===== src/rtl/serial_bit_source_pkg.sv =====
// Shared constants for the serial bit source and the zero-detector benches.
// State encoding, default word width and default idle level.
package serial_bit_source_pkg;

   typedef enum logic [1:0] {
      ST_IDLE   = 2'd0,
      ST_SHIFT  = 2'd1,
      ST_PARITY = 2'd2
   } state_t;

   localparam int unsigned SER_WIDTH_DEF  = 8;
   localparam logic        IDLE_LEVEL_DEF = 1'b1;

endpackage


===== src/rtl/serial_bit_counter.sv =====
// Bit position counter for the serial source: clear, load, saturating
// increment, terminal-count flag at WIDTH-1.
module serial_bit_counter #(
   parameter int unsigned WIDTH = 8,
   parameter int unsigned CW    = $clog2(WIDTH + 1)
) (
   input  logic          clk_i,
   input  logic          rst_ni,
   input  logic          clr_i,
   input  logic          load_i,
   input  logic [CW-1:0] load_val_i,
   input  logic          en_i,
   output logic [CW-1:0] cnt_o,
   output logic          tc_o
);

   logic [CW-1:0] cnt_q;
   logic [CW-1:0] cnt_d;
   logic          tc;

   assign tc    = (cnt_q == CW'(WIDTH - 1));
   assign tc_o  = tc;
   assign cnt_o = cnt_q;

   always_comb begin
      cnt_d = cnt_q;
      if (clr_i) begin
         cnt_d = '0;
      end else if (load_i) begin
         cnt_d = load_val_i;
      end else if (en_i && !tc) begin
         cnt_d = cnt_q + CW'(1);
      end
   end

   always_ff @(posedge clk_i) begin
      if (!rst_ni) begin
         cnt_q <= '0;
      end else begin
         cnt_q <= cnt_d;
      end
   end

endmodule


===== src/rtl/serial_bit_source.sv =====
// Parallel-to-serial source feeding the zero detectors' x stream.
// Optional even parity bit after each word: define SERIAL_PARITY_EN.
module serial_bit_source
   import serial_bit_source_pkg::*;
#(
   parameter int unsigned WIDTH      = SER_WIDTH_DEF,
   parameter bit          MSB_FIRST  = 1'b1,
   parameter logic        IDLE_LEVEL = IDLE_LEVEL_DEF
) (
   input  logic             clock,
   input  logic             reset,
   input  logic             load_valid,
   output logic             load_ready,
   input  logic [WIDTH-1:0] load_data,
   output logic             x,
   output logic             x_valid,
   output logic             busy,
   output logic             done
);

   localparam int unsigned CW = $clog2(WIDTH + 1);

   state_t           state_q, state_d;
   logic [WIDTH-1:0] sr_q, sr_d;
   logic             x_q, x_d;
   logic             xv_q, xv_d;
   logic             done_q, done_d;
   logic             accept;
   logic             ld_head;
   logic [WIDTH-1:0] ld_rest;
   logic             sr_head;
   logic [WIDTH-1:0] sr_rest;
   logic             cnt_clr;
   logic             cnt_en;
   logic [CW-1:0]    cnt;
   logic             cnt_tc;
`ifdef SERIAL_PARITY_EN
   logic             par_q, par_d;
`endif

   assign load_ready = (state_q == ST_IDLE);
   assign busy       = (state_q != ST_IDLE);
   assign accept     = load_valid & load_ready;
   assign x          = x_q;
   assign x_valid    = xv_q;
   assign done       = done_q;

   // Head is the bit put on x now; rest is what stays queued behind it.
   assign ld_head = MSB_FIRST ? load_data[WIDTH-1] : load_data[0];
   assign ld_rest = MSB_FIRST ? (load_data << 1) : (load_data >> 1);
   assign sr_head = MSB_FIRST ? sr_q[WIDTH-1] : sr_q[0];
   assign sr_rest = MSB_FIRST ? (sr_q << 1) : (sr_q >> 1);

   assign cnt_clr = (state_q == ST_IDLE) & ~accept;
   assign cnt_en  = (state_q == ST_SHIFT);

   serial_bit_counter #(
      .WIDTH (WIDTH),
      .CW    (CW)
   ) u_cnt (
      .clk_i      (clock),
      .rst_ni     (reset),
      .clr_i      (cnt_clr),
      .load_i     (accept),
      .load_val_i ('0),
      .en_i       (cnt_en),
      .cnt_o      (cnt),
      .tc_o       (cnt_tc)
   );

   always_comb begin
      state_d = state_q;
      sr_d    = sr_q;
      x_d     = x_q;
      xv_d    = xv_q;
      done_d  = 1'b0;
`ifdef SERIAL_PARITY_EN
      par_d   = par_q;
`endif
      unique case (state_q)
         ST_IDLE: begin
            x_d  = IDLE_LEVEL;
            xv_d = 1'b0;
            if (accept) begin
               state_d = ST_SHIFT;
               sr_d    = ld_rest;
               x_d     = ld_head;
               xv_d    = 1'b1;
`ifdef SERIAL_PARITY_EN
               par_d   = ^load_data;
`endif
            end
         end
         ST_SHIFT: begin
            if (cnt_tc) begin
`ifdef SERIAL_PARITY_EN
               state_d = ST_PARITY;
               x_d     = par_q;
               done_d  = 1'b1;
`else
               state_d = ST_IDLE;
               x_d     = IDLE_LEVEL;
               xv_d    = 1'b0;
`endif
            end else begin
               sr_d = sr_rest;
               x_d  = sr_head;
`ifndef SERIAL_PARITY_EN
               done_d = (cnt == CW'(WIDTH - 2));
`endif
            end
         end
`ifdef SERIAL_PARITY_EN
         ST_PARITY: begin
            state_d = ST_IDLE;
            x_d     = IDLE_LEVEL;
            xv_d    = 1'b0;
         end
`endif
         default: begin
            state_d = ST_IDLE;
            x_d     = IDLE_LEVEL;
            xv_d    = 1'b0;
         end
      endcase
   end

   always_ff @(posedge clock) begin
      if (!reset) begin
         state_q <= ST_IDLE;
         sr_q    <= '0;
         x_q     <= IDLE_LEVEL;
         xv_q    <= 1'b0;
         done_q  <= 1'b0;
`ifdef SERIAL_PARITY_EN
         par_q   <= 1'b0;
`endif
      end else begin
         state_q <= state_d;
         sr_q    <= sr_d;
         x_q     <= x_d;
         xv_q    <= xv_d;
         done_q  <= done_d;
`ifdef SERIAL_PARITY_EN
         par_q   <= par_d;
`endif
      end
   end

endmodule


===== config.mk =====
export PLATFORM = sky130hd
export DESIGN_NAME = serial_bit_source
export DESIGN_NICKNAME = d
export VERILOG_FILES = /design/src/rtl/serial_bit_source_pkg.sv /design/src/rtl/serial_bit_counter.sv /design/src/rtl/serial_bit_source.sv
export SDC_FILE = /design/constraint.sdc
export NUM_CORES = 1
export LEC_CHECK = 0
export ABC_CLOCK_PERIOD_IN_PS = 4000
export BUFFER_PORTS_ARGS = -buffer_cell sky130_fd_sc_hd__buf_2
export CAP_MARGIN = 20
export CORE_MARGIN = 2
export CORE_UTILIZATION = 25
export DETAILED_ROUTE_END_ITERATION = 8
export RECOVER_POWER = 100
export SETUP_SLACK_MARGIN = 0.05
export SYNTH_ARGS = -nofsm -noshare
export SYNTH_HDL_FRONTEND = slang
export SYNTH_SLANG_ARGS = --single-unit

===== constraint.sdc =====
create_clock -name clock -period 4 [get_ports clock]
set_clock_uncertainty 0.2 [all_clocks]
set_input_delay 0.2 -clock clock [delete_from_list [all_inputs] [get_ports clock]]
set_output_delay 0.2 -clock clock [all_outputs]
set_load 0.01 [all_outputs]

==> impl_metrics.py, run 1 <==
metrics = {
    "yosys": {
        "yosys.area_share.xor_xnor": 0.01275,
        "synth_compound_area_frac": 0.1311,
        "synth_nets": 82,
        "synthDistinctLibCells": 25,
        "synth.ff_latch_count": 15,
        "yosysWarnings": 0,
        "syn_avg_cell_area_um2": 9.955,
        "syn_area_um2": 686.9,
        "synth_top_family_by_area": "simple AND/OR/NAND/NOR gates",
        "yosysSeqAreaShare": 0.4372,
        "synthSimpleGateAreaFrac": 0.2240,
        "synthAdderAreaFrac": 0.03643,
        "syn_inst": 69,
        "synth.mux.area_fraction": 0.1020,
    },
    "timing": {
        "fin_setup_tns_ns": 0,
        "period_share": 0.4828,
        "setup_viol": 0,
        "finalHoldViolations": 0,
        "max_freq_mhz": 517.8,
        "rsz0062_at_grt": "no",
        "finalMaxSlewViolations": 0,
        "slew_headroom": 0.6514,
        "min_period_ns": 1.931,
        "worstMarginPinSlew_ns": 0.5223,
    },
    "placement": {
        "port-buffer-count": 15,
        "hpwl_um": 946.2,
        "gp_congestion": 0.7475,
    },
    "setup_path": {
        "rr_startpoint": "state_q[0]$_SDFFE_PN0P_",
        "critPathArrivalTime_ns": 1.90,
        "critPathMaxFanout": 13,
        "cp-end-kind": "register",
        "worstPathRequired_ns": 3.97,
        "setup.worst_path.start": "state_q[0]$_SDFFE_PN0P_",
        "r2r_slack_ns": 2.07,
        "r2r_end": "sr_q[7]$_SDFFE_PN0P_",
        "reg2reg_depth": 3,
        "crit_end": "sr_q[7]$_SDFFE_PN0P_",
        "setup.worst_path.start_class": "register",
        "critPathKind": "register to register",
    },
    "grt": {
        "grt_first_pass_wirelength_mm": 2.290,
        "grt_max_degree": 14,
        "overflow": 0,
        "gr-usage-all-layers": 0.08982,
        "antenna_found_initial": 0,
        "grt_pass1_vias": 544,
    },
    "cells_and_area": {
        "finalNetCount": 99,
        "regArea_um2": 300.3,
        "layout_commonest_cell": "dfxtp_1",
        "syn_to_final_growth_pct": 15.12,
        "multi_input_area_um2": 339.1,
        "n_antenna_cell": 0,
        "layout_common_cells": "15 x dfxtp_1, 10 x buf_2, 9 x nand3_1",
        "post_route_cells_drive_above_1_share": 0.1529,
        "num-fill-cells": 287,
    },
    "run_status": {
        "outcome": "finished clean",
    },
    "pwr": {
        "total_power_uw": 279.9,
        "power.leakage_nw": 0.3662,
        "p_int_uw": 214.5,
        "power.switching_uw": 65.46,
        "power_frac_comb": 0.119,
        "p_seq_frac": 0.591,
        "clock_power_share": 0.290,
        "swShare": 0.2339,
        "ir_drop_v": 0.0002032,
        "powerDensity_nw_per_um2": 354.0,
    },
    "die": {
        "num_rows": 19,
        "coreArea_um2": 2686,
        "die_height_um": 56.42,
        "floorplan.initialDensity": 0.2557,
        "die-area_um2": 3183,
        "die_x_um": 56.42,
        "io_pins": 16,
    },
    "clock_network": {
        "numCtsBuffers": 3,
        "ctsResizeCount": 0,
        "clk_latency_ns": 0.27,
        "clock-sinks": 15,
        "clkTransAtPathRegs_ns": 0.08,
        "clockBufferDepth": 2,
        "h-tree-depth": 1,
        "cts_tree": "built",
        "cts-root-buf": "clkbuf_4",
    },
    "drt": {
        "ant_nets": 0,
        "drtIter0Drc": 8,
        "vias": 528,
        "vias_per_cell": 4.552,
        "wirelength_mm": 1.226,
        "post_drt_wl_per_cell_um": 10.57,
        "dr.pass1.iters": 3,
        "drc_errors": 0,
    },
    "run": {
        "cap_viol_max_count": 0,
    },
    "worst_hold_path": {
        "min_path_type": "input port to register",
        "hold_path_depth": 2,
    },
}
cell families after synthesis:
group                    after synthesis
multiplexers                           7
AO/OA/AOI/OAI                         11
flip-flops                            15
AND/OR/NAND/NOR                       27
buffers and inverters                  6
XOR/XNOR                               1
adder cells (fa/ha/maj)                2
routing by layer:
metal	wire [µm]	GRT usage	vias up
met1	567	0.1095	238
met3	57	0.02304	0
met2	601	0.1529	10
met4	0	0.03061	0
met5	0	0	-
li1	-	-	280
critical path, cell delays in order, from the launching register on:
cell and delay (ns):
dfxtp_1 0.65, nand4b_1 0.37, and2_0 0.36, o211a_1 0.25
repair_timing:
| item | CTS | global route |
|---|---|---|
| buffers inserted | 0 | 0 |
| endpoints found under the setup margin | 0 | 0 |
| hold endpoints to repair | 1 | 0 |
| hold buffers | 1 | 0 |
stage by stage:
step	hold WS, ns	worst slack [ns]	utilization	instances	instance area, µm²
2_1_floorplan	0.1392	2.404	-	69	686.9
3_3_place_gp	0.2478	2.343	0.2864	111	769.5
3_5_place_dp	0.2446	2.282	0.2864	111	769.5
4_1_cts	0.006437	2.269	0.3000	116	805.8
5_1_grt	0.01632	1.836	0.2944	116	790.8
6_report	0.01515	2.069	0.2944	116	790.8
layout make-up:
type | instances | share of cell area
repair buffers | 16 | 0.09968
well taps | 31 | 0.04905
inverters | 2 | 0.009494
clock buffers | 4 | 0.03323
flip-flops and latches | 15 | 0.3797
multi-input cells | 48 | 0.4288
sequential cells by signal, summed over array words and instances (netlist names):
register	cells
u_cnt.cnt_o	4
done	1
state_q	1
sr_q	7
x_valid	1
x	1
worst min path at each step:
| stage | startpoint | endpoint | slack (ns) |
|---|---|---|---|
| finish | reset | x$_SDFF_PN1_ | 0.02 |
| global route | load_data[0] | sr_q[1]$_SDFFE_PN0P_ | 0.02 |
| CTS | load_data[0] | sr_q[1]$_SDFFE_PN0P_ | 0.006 |
| detailed placement | sr_q[1]$_SDFFE_PN0P_ | sr_q[1]$_SDFFE_PN0P_ | 0.24 |
| global placement | sr_q[1]$_SDFFE_PN0P_ | sr_q[1]$_SDFFE_PN0P_ | 0.25 |
| floorplan | reset | sr_q[1]$_SDFFE_PN0P_ | 0.14 |
power by group through the flow:
stage                     sequential (mW)  clock [mW]  combinational (mW)
after floorplan                     0.167           0              0.0276
after global placement              0.169           0              0.0344
after detailed placement            0.169           0              0.0345
after CTS                           0.166      0.0856              0.0353
after global routing                0.167      0.0980              0.0385
final                               0.165      0.0812              0.0333
Yosys cell counts, drive strengths merged:
cell     number  share of area
dfxtp        15           0.44
nand3         9          0.066
mux2i         7           0.10
nor2          7          0.038
o211a         6          0.087
buf           3          0.040
o21ai         3          0.022
ha            2          0.036
inv           2          0.011
nand2         2          0.011
a211oi        1          0.011
a21boi        1          0.011
and2          1          0.013
and3          1         0.0091
clkbuf        1         0.0055
nand2b        1         0.0091
nand3b        1          0.011
nand4         1         0.0091
nand4b        1          0.022
nand4bb       1          0.016
nor3b         1          0.011
or2           1         0.0091
xnor2         1          0.013
(Power assumes the default switching activity.)
==> run 2: changes to the inputs <==
--- a/config.mk
+++ b/config.mk
@@ -5,7 +5,8 @@
 export SDC_FILE = /design/constraint.sdc
 export NUM_CORES = 1
 export LEC_CHECK = 0
-export ABC_CLOCK_PERIOD_IN_PS = 4000
+export ABC_AREA = 1
+export ABC_CLOCK_PERIOD_IN_PS = 1640
 export BUFFER_PORTS_ARGS = -buffer_cell sky130_fd_sc_hd__buf_2
 export CAP_MARGIN = 20
 export CORE_MARGIN = 2
==> constraint.sdc (replaced) <==
create_clock -name clock -period 1.64 [get_ports clock]
set_clock_uncertainty 0.2 [all_clocks]
set_input_delay 0.082 -clock clock [delete_from_list [all_inputs] [get_ports clock]]
set_output_delay 0.082 -clock clock [all_outputs]
set_load 0.01 [all_outputs]
==> run 2 against run 1 <==
  * Register-to-register slack got worse by 1.9 ns
  * Combinational power rose to 4.6 times the previous value
  * Worst hold slack improved by 0.26 ns
  * Count of clock-buffer cells in the layout did not move
  * Sequential power rose by 140%
  * Core utilization rose by 4.4 points
  * Cell count rose by 34%
  * Synthesized cell count rose by 45%
  * First-iteration DRC count fell by 50%
  * Cell area rose by 20%
  * Critical path type unchanged
  * Largest power group unchanged
==> impl_metrics.py, run 2 <==
metrics = {
    "pwr": {
        "p_seq_frac": 0.526,
        "swShare": 0.2806,
        "power.switching_uw": 213.9,
        "p_int_uw": 548.5,
        "powerDensity_nw_per_um2": 803.9,
        "ir_drop_v": 0.0004448,
        "power_frac_comb": 0.199,
        "clock_power_share": 0.274,
        "power.leakage_nw": 0.4274,
    },
    "setup_path": {
        "rr_startpoint": "u_cnt.cnt_o[1]$_SDFFE_PP0P_",
        "cp-end-kind": "register",
        "crit_path_cell_trace": "ha_1, nand3_2, nand2_8, inv_1, o21a_1",
        "critPathKind": "register to register",
        "cp_slowest_stage_delay_ns": 0.38,
        "r2r_slack_ns": 0.16,
        "setup.worst_path.start_class": "register",
        "reg2reg_depth": 5,
        "critPathArrivalTime_ns": 1.46,
        "crit_slowest_cell": "dfxtp_1",
        "cp_top_family": "flip-flops",
        "setup.worst_path.start": "u_cnt.cnt_o[1]$_SDFFE_PP0P_",
        "critPathMaxFanout": 16,
        "worstPathRequired_ns": 1.62,
        "r2r_end": "u_cnt.cnt_o[1]$_SDFFE_PP0P_",
        "worst-path-buf-inv": 1,
        "crit_end": "u_cnt.cnt_o[1]$_SDFFE_PP0P_",
        "path_depth": 5,
    },
    "cells_and_area": {
        "regArea_um2": 300.3,
        "n_antenna_cell": 0,
        "layout_common_cells": "19 x nand2_1, 15 x dfxtp_1, 12 x inv_1",
        "num-fill-cells": 295,
        "layout_commonest_cell": "nand2_1",
        "largest-register": "sr_q",
        "postLayoutCoreUtil": 0.3381,
        "syn_to_final_growth_pct": 26.76,
        "largest_reg_flops": 7,
        "post_route_cells_drive_above_1_share": 0.1760,
        "multi_input_area_um2": 361.6,
        "finalNetCount": 139,
        "final_cell_count_no_fill": 156,
    },
    "clock_network": {
        "cts-root-buf": "clkbuf_4",
        "h-tree-depth": 1,
        "clock-sinks": 15,
        "clk_latency_ns": 0.28,
        "numCtsBuffers": 3,
        "clkTransAtPathRegs_ns": 0.08,
        "clockBufferDepth": 2,
        "cts_setup_buffers": 0,
        "cts_tree": "built",
    },
    "grt": {
        "grt_pass1_vias": 612,
        "gr-usage-all-layers": 0.09452,
        "overflow": 0,
        "antenna_found_initial": 0,
        "grt_first_pass_wirelength_mm": 2.484,
        "grt_max_degree": 17,
    },
    "yosys": {
        "synthDistinctLibCells": 20,
        "synth_flop_cell": "dfxtp_1",
        "synthTopCellsByArea": "dfxtp_1 40%, nand2_1 9.5%, a21oi_1 7.4%",
        "post-synth-top-count-cell": "nand2_1",
        "synth_area_leader_cell": "dfxtp_1",
        "synthTopCellsByCount": "19 x nand2_1, 15 x dfxtp_1, 12 x inv_1, 11 x a21oi_1",
        "synth.top_cell.area_share": 0.4013,
        "synth.ff_latch_count": 15,
        "syn_inst": 100,
        "yosysSeqAreaShare": 0.4013,
        "syn_avg_cell_area_um2": 7.482,
        "async_flop_share": 0,
        "syn_area_um2": 748.2,
        "yosysWarnings": 0,
        "synth_edf_count": 0,
        "synth_nets": 113,
    },
    "timing": {
        "worstMarginPinSlew_ns": 0.3379,
        "setup_viol": 0,
        "max_freq_mhz": 676.9,
        "slew_headroom": 0.7744,
        "rsz0062_at_grt": "no",
        "fin_setup_tns_ns": 0,
        "finalHoldViolations": 0,
        "period_share": 0.9009,
        "min_period_ns": 1.477,
        "finalMaxSlewViolations": 0,
    },
    "drt": {
        "vias_per_cell": 4.321,
        "drtIter0Drc": 4,
        "post_drt_wl_per_cell_um": 9.500,
        "dr.pass1.iters": 4,
        "wirelength_mm": 1.482,
        "ant_nets": 0,
        "drc_errors": 0,
        "vias": 674,
    },
    "die": {
        "num_rows": 19,
        "io_pins": 16,
        "floorplan.initialDensity": 0.2667,
        "die_x_um": 58.71,
        "die-area_um2": 3446,
        "die_height_um": 58.71,
        "coreArea_um2": 2805,
    },
    "run": {
        "cap_viol_max_count": 0,
    },
    "run_status": {
        "outcome": "finished clean",
    },
    "placement": {
        "hpwl_mm": 1.048,
        "placed_cells": 142,
        "gp_congestion": 0.7282,
        "port-buffer-count": 15,
    },
    "worst_hold_path": {
        "min_path_type": "register to register",
    },
}
-- run 2: cell types whose count changed after synthesis, moves of 2 or more --
cell	before	now
nand2_1	2	19
a21oi_1	0	11
inv_1	2	12
mux2i_1	7	0
o211a_1	6	0
nor2_1	7	10
inv_2	0	2
nand2_4	0	2
nand3_2	0	2
o21ai_1	1	3
o21ai_2	0	2
-- run 2: power groups by stage --
| stage | Sequential [mW] | Clock [mW] | Combinational [mW] |
|---|---|---|---|
| after floorplan | 0.410 | 0 | 0.108 |
| after global placement | 0.408 | 0 | 0.131 |
| after detailed placement | 0.408 | 0 | 0.133 |
| after CTS | 0.400 | 0.223 | 0.153 |
| after global routing | 0.404 | 0.238 | 0.174 |
| final | 0.401 | 0.209 | 0.152 |
-- run 2: how the worst min path moves through the flow --
stage	startpoint	endpoint	slack (ns)	cells after the start
finish	x_valid$_SDFFE_PN0P_	x_valid$_SDFFE_PN0P_	0.27	2
floorplan	load_data[7]	x$_SDFF_PN1_	-0.002	2
detailed placement	load_data[7]	x$_SDFF_PN1_	0.11	3
global route	sr_q[1]$_SDFFE_PN0P_	sr_q[1]$_SDFFE_PN0P_	0.31	2
global placement	load_data[7]	x$_SDFF_PN1_	0.11	3
CTS	x_valid$_SDFFE_PN0P_	x_valid$_SDFFE_PN0P_	0.28	2
-- run 2: layer usage --
metal	vias to the layer above	routed length [µm]	GRT usage
met4	0	12	0.02922
li1	372	-	-
met2	18	648	0.1477
met1	282	720	0.1161
met5	-	0	0
met3	2	101	0.04396
-- run 2: final cells by class --
type,instances,share of cell area
inverters,14,0.05541
well taps,31,0.04090
clock buffers,4,0.02770
repair buffers,25,0.1781
multi-input cells,67,0.3813
flip-flops and latches,15,0.3166
-- run 2: cells by family after synthesis --
logic type                 share of synthesized area
DFF                                           0.4013
and+or+nand+nor                               0.2759
AOI/OAI and AO/OA                             0.1622
adders and majority gates                    0.03344
buffers and inverters                         0.1271
-- run 2: timing repair --
item / in CTS / in global routing
gates resized for setup: 0 / 1
hold buffers: 10 / 0
hold endpoints to repair: 10 / 0
endpoints found under the setup margin: 0 / 1
-- run 2: worst min-delay path, stage by stage, from the launching register on --
cell and delay [ns]:
dfxtp_1 0.32, nand2_1 0.06, a21oi_1 0.05
-- run 2: stage by stage --
| stage | power, mW | hold WS, ns | area, µm² | setup WS (ns) |
|---|---|---|---|---|
| finish | 0.7624 | 0.2740 | 948.4 | 0.1626 |
| global route | 0.8159 | 0.3073 | 948.4 | 0.03777 |
| CTS | 0.7760 | 0.2801 | 945.9 | 0.1579 |
| detailed placement | 0.5418 | 0.1067 | 819.5 | 0.1719 |
| global placement | 0.5390 | 0.1104 | 819.5 | 0.2250 |
| floorplan | 0.5181 | -0.002243 | 748.2 | 0.2974 |
==> run 3: changes to the inputs <==
--- a/config.mk
+++ b/config.mk
@@ -11,6 +11,7 @@
 export CAP_MARGIN = 20
 export CORE_MARGIN = 2
 export CORE_UTILIZATION = 25
+export CTS_BUF_LIST = sky130_fd_sc_hd__clkbuf_8
 export DETAILED_ROUTE_END_ITERATION = 8
 export RECOVER_POWER = 100
 export SETUP_SLACK_MARGIN = 0.05
==> run 3 against run 2 <==
  * Flip-flop and latch count stayed put
  * Critical path depth stayed put
  * Non-clock buffer count stayed put
  * Clock power is 38% higher
  * Combinational power hardly changed
==> impl_metrics.py, run 3 (synthesized netlist as in run 2, its figures left out) <==
metrics = {
    "run_status": {
        "outcome": "finished clean",
    },
    "timing": {
        "min_period_ns": 1.488,
        "setup_viol": 0,
        "whs_ns": 0.2692,
        "worstMarginPinSlew_ns": 0.3392,
        "finalMaxSlewViolations": 0,
        "period_share": 0.9076,
        "worst_slack_ns": 0.1515,
        "rsz0062_at_grt": "no",
        "max_freq_mhz": 671.8,
        "slew_headroom": 0.7736,
        "fin_setup_tns_ns": 0,
        "finalHoldViolations": 0,
    },
    "die": {
        "num_rows": 19,
        "die_height_um": 58.71,
        "io_pins": 16,
        "floorplan.initialDensity": 0.2667,
        "die-area_um2": 3446,
        "coreArea_um2": 2805,
        "die_x_um": 58.71,
    },
    "drt": {
        "post_drt_wl_per_cell_um": 9.660,
        "wirelength_mm": 1.507,
        "vias": 675,
        "vias_per_cell": 4.327,
        "drtIter0Drc": 7,
        "drc_errors": 0,
        "dr.pass1.iters": 4,
        "ant_nets": 0,
    },
    "placement": {
        "gp_congestion": 0.7282,
        "port-buffer-count": 15,
        "hpwl_mm": 1.048,
        "dpl_cell_area_um2": 819.5,
        "preCtsSetupSlack_ns": 0.1719,
    },
    "pwr": {
        "power_frac_comb": 0.181,
        "power.leakage_nw": 0.4413,
        "ir_drop_v": 0.0005170,
        "powerDensity_nw_per_um2": 871.2,
        "p_int_uw": 620.8,
        "power.switching_uw": 222.8,
        "swShare": 0.2641,
        "p_seq_frac": 0.476,
        "clock_power_share": 0.343,
    },
    "setup_path": {
        "cp_top_family": "flip-flops",
        "cp_slowest_stage_delay_ns": 0.38,
        "worstPathRequired_ns": 1.58,
        "crit_slowest_cell": "dfxtp_1",
        "worst-path-buf-inv": 1,
        "critPathMaxFanout": 16,
        "setup.worst_path.start": "u_cnt.cnt_o[1]$_SDFFE_PP0P_",
        "rr_startpoint": "u_cnt.cnt_o[1]$_SDFFE_PP0P_",
        "crit_path_cell_trace": "ha_1, nand3_2, nand2_8, inv_1, o21a_1",
        "cp-end-kind": "register",
        "r2r_slack_ns": 0.15,
        "setup.worst_path.start_class": "register",
        "critPathKind": "register to register",
        "critPathArrivalTime_ns": 1.43,
    },
    "grt": {
        "overflow": 0,
        "grt_max_degree": 17,
        "gr-usage-all-layers": 0.09593,
        "grt_pass1_vias": 612,
        "antenna_found_initial": 0,
        "grt_first_pass_wirelength_mm": 2.532,
    },
    "clock_network": {
        "numCtsBuffers": 3,
        "clkTransAtPathRegs_ns": 0.06,
        "h-tree-depth": 1,
        "clockBufferDepth": 2,
        "clk_latency_ns": 0.24,
        "cts-root-buf": "clkbuf_8",
        "cts_tree": "built",
        "cts_setup_buffers": 0,
        "clock-sinks": 15,
    },
    "run": {
        "cap_viol_max_count": 0,
    },
    "worst_hold_path": {
        "min_path_type": "register to register",
        "hp-start": "x_valid$_SDFFE_PN0P_",
    },
    "cells_and_area": {
        "layout_commonest_cell": "nand2_1",
        "layout_common_cells": "19 x nand2_1, 15 x dfxtp_1, 13 x inv_1",
        "largest_reg_flops": 7,
        "num-fill-cells": 295,
        "postLayoutCoreUtil": 0.3452,
        "largest-register": "sr_q",
        "syn_to_final_growth_pct": 29.43,
        "post_route_cells_drive_above_1_share": 0.1840,
        "n_antenna_cell": 0,
        "finalNetCount": 139,
        "design_area_um2": 968.4,
    },
}
==> run 3: through the flow <==
step | instances | power [mW]
6_report | 156 | 0.8437
5_1_grt | 156 | 0.8995
4_1_cts | 156 | 0.8565
3_5_place_dp | 142 | 0.5418
3_3_place_gp | 142 | 0.5390
2_1_floorplan | 100 | 0.5181
==> run 3: worst reg2reg max path, stage by stage (launching register included) <==
cell,delay [ns]
dfxtp_1,0.38
ha_1,0.23
nand3_2,0.17
nand2_8,0.16
inv_1,0.09
o21a_1,0.17
==> run 3: worst paths after layout <==
path,cells after the start,to
setup / recovery,5,u_cnt.cnt_o[1]$_SDFFE_PP0P_
hold / removal,2,x_valid$_SDFFE_PN0P_
setup reg to reg,5,u_cnt.cnt_o[1]$_SDFFE_PP0P_
hold reg to reg,2,x_valid$_SDFFE_PN0P_
==> run 3: area by class of cell <==
type / instances / area, µm² / area share
inverters: 14 / 52.55 / 0.05426
flip-flops and latches: 15 / 300.3 / 0.3101
multi-input cells: 67 / 361.6 / 0.3734
clock buffers: 3 / 41.29 / 0.04264
well taps: 31 / 38.79 / 0.04005
clock inverters: 1 / 3.754 / 0.003876
repair buffers: 25 / 170.2 / 0.1757
==> run 3: power groups by stage <==
stage	registers (mW)	logic, mW	clock network (mW)
3_5_place_dp	0.408	0.133	0
2_1_floorplan	0.410	0.108	0
6_report	0.402	0.152	0.289
4_1_cts	0.400	0.153	0.303
3_3_place_gp	0.408	0.131	0
5_1_grt	0.404	0.174	0.321
==> run 3: routing by layer <==
metal / global-route usage / routed length [µm] / up-vias
li1: - / - / 373
met1: 0.1216 / 760 / 282
met2: 0.1461 / 639 / 18
met3: 0.04396 / 97 / 2
met4: 0.02922 / 10 / 0
met5: 0 / 0 / -
==> run 3: timing repair <==
action / in CTS / in global routing
hold buffers: 10 / 0
setup endpoints to repair: 0 / 1
endpoints found under the hold margin: 8 / 0
resized for setup: 0 / 2
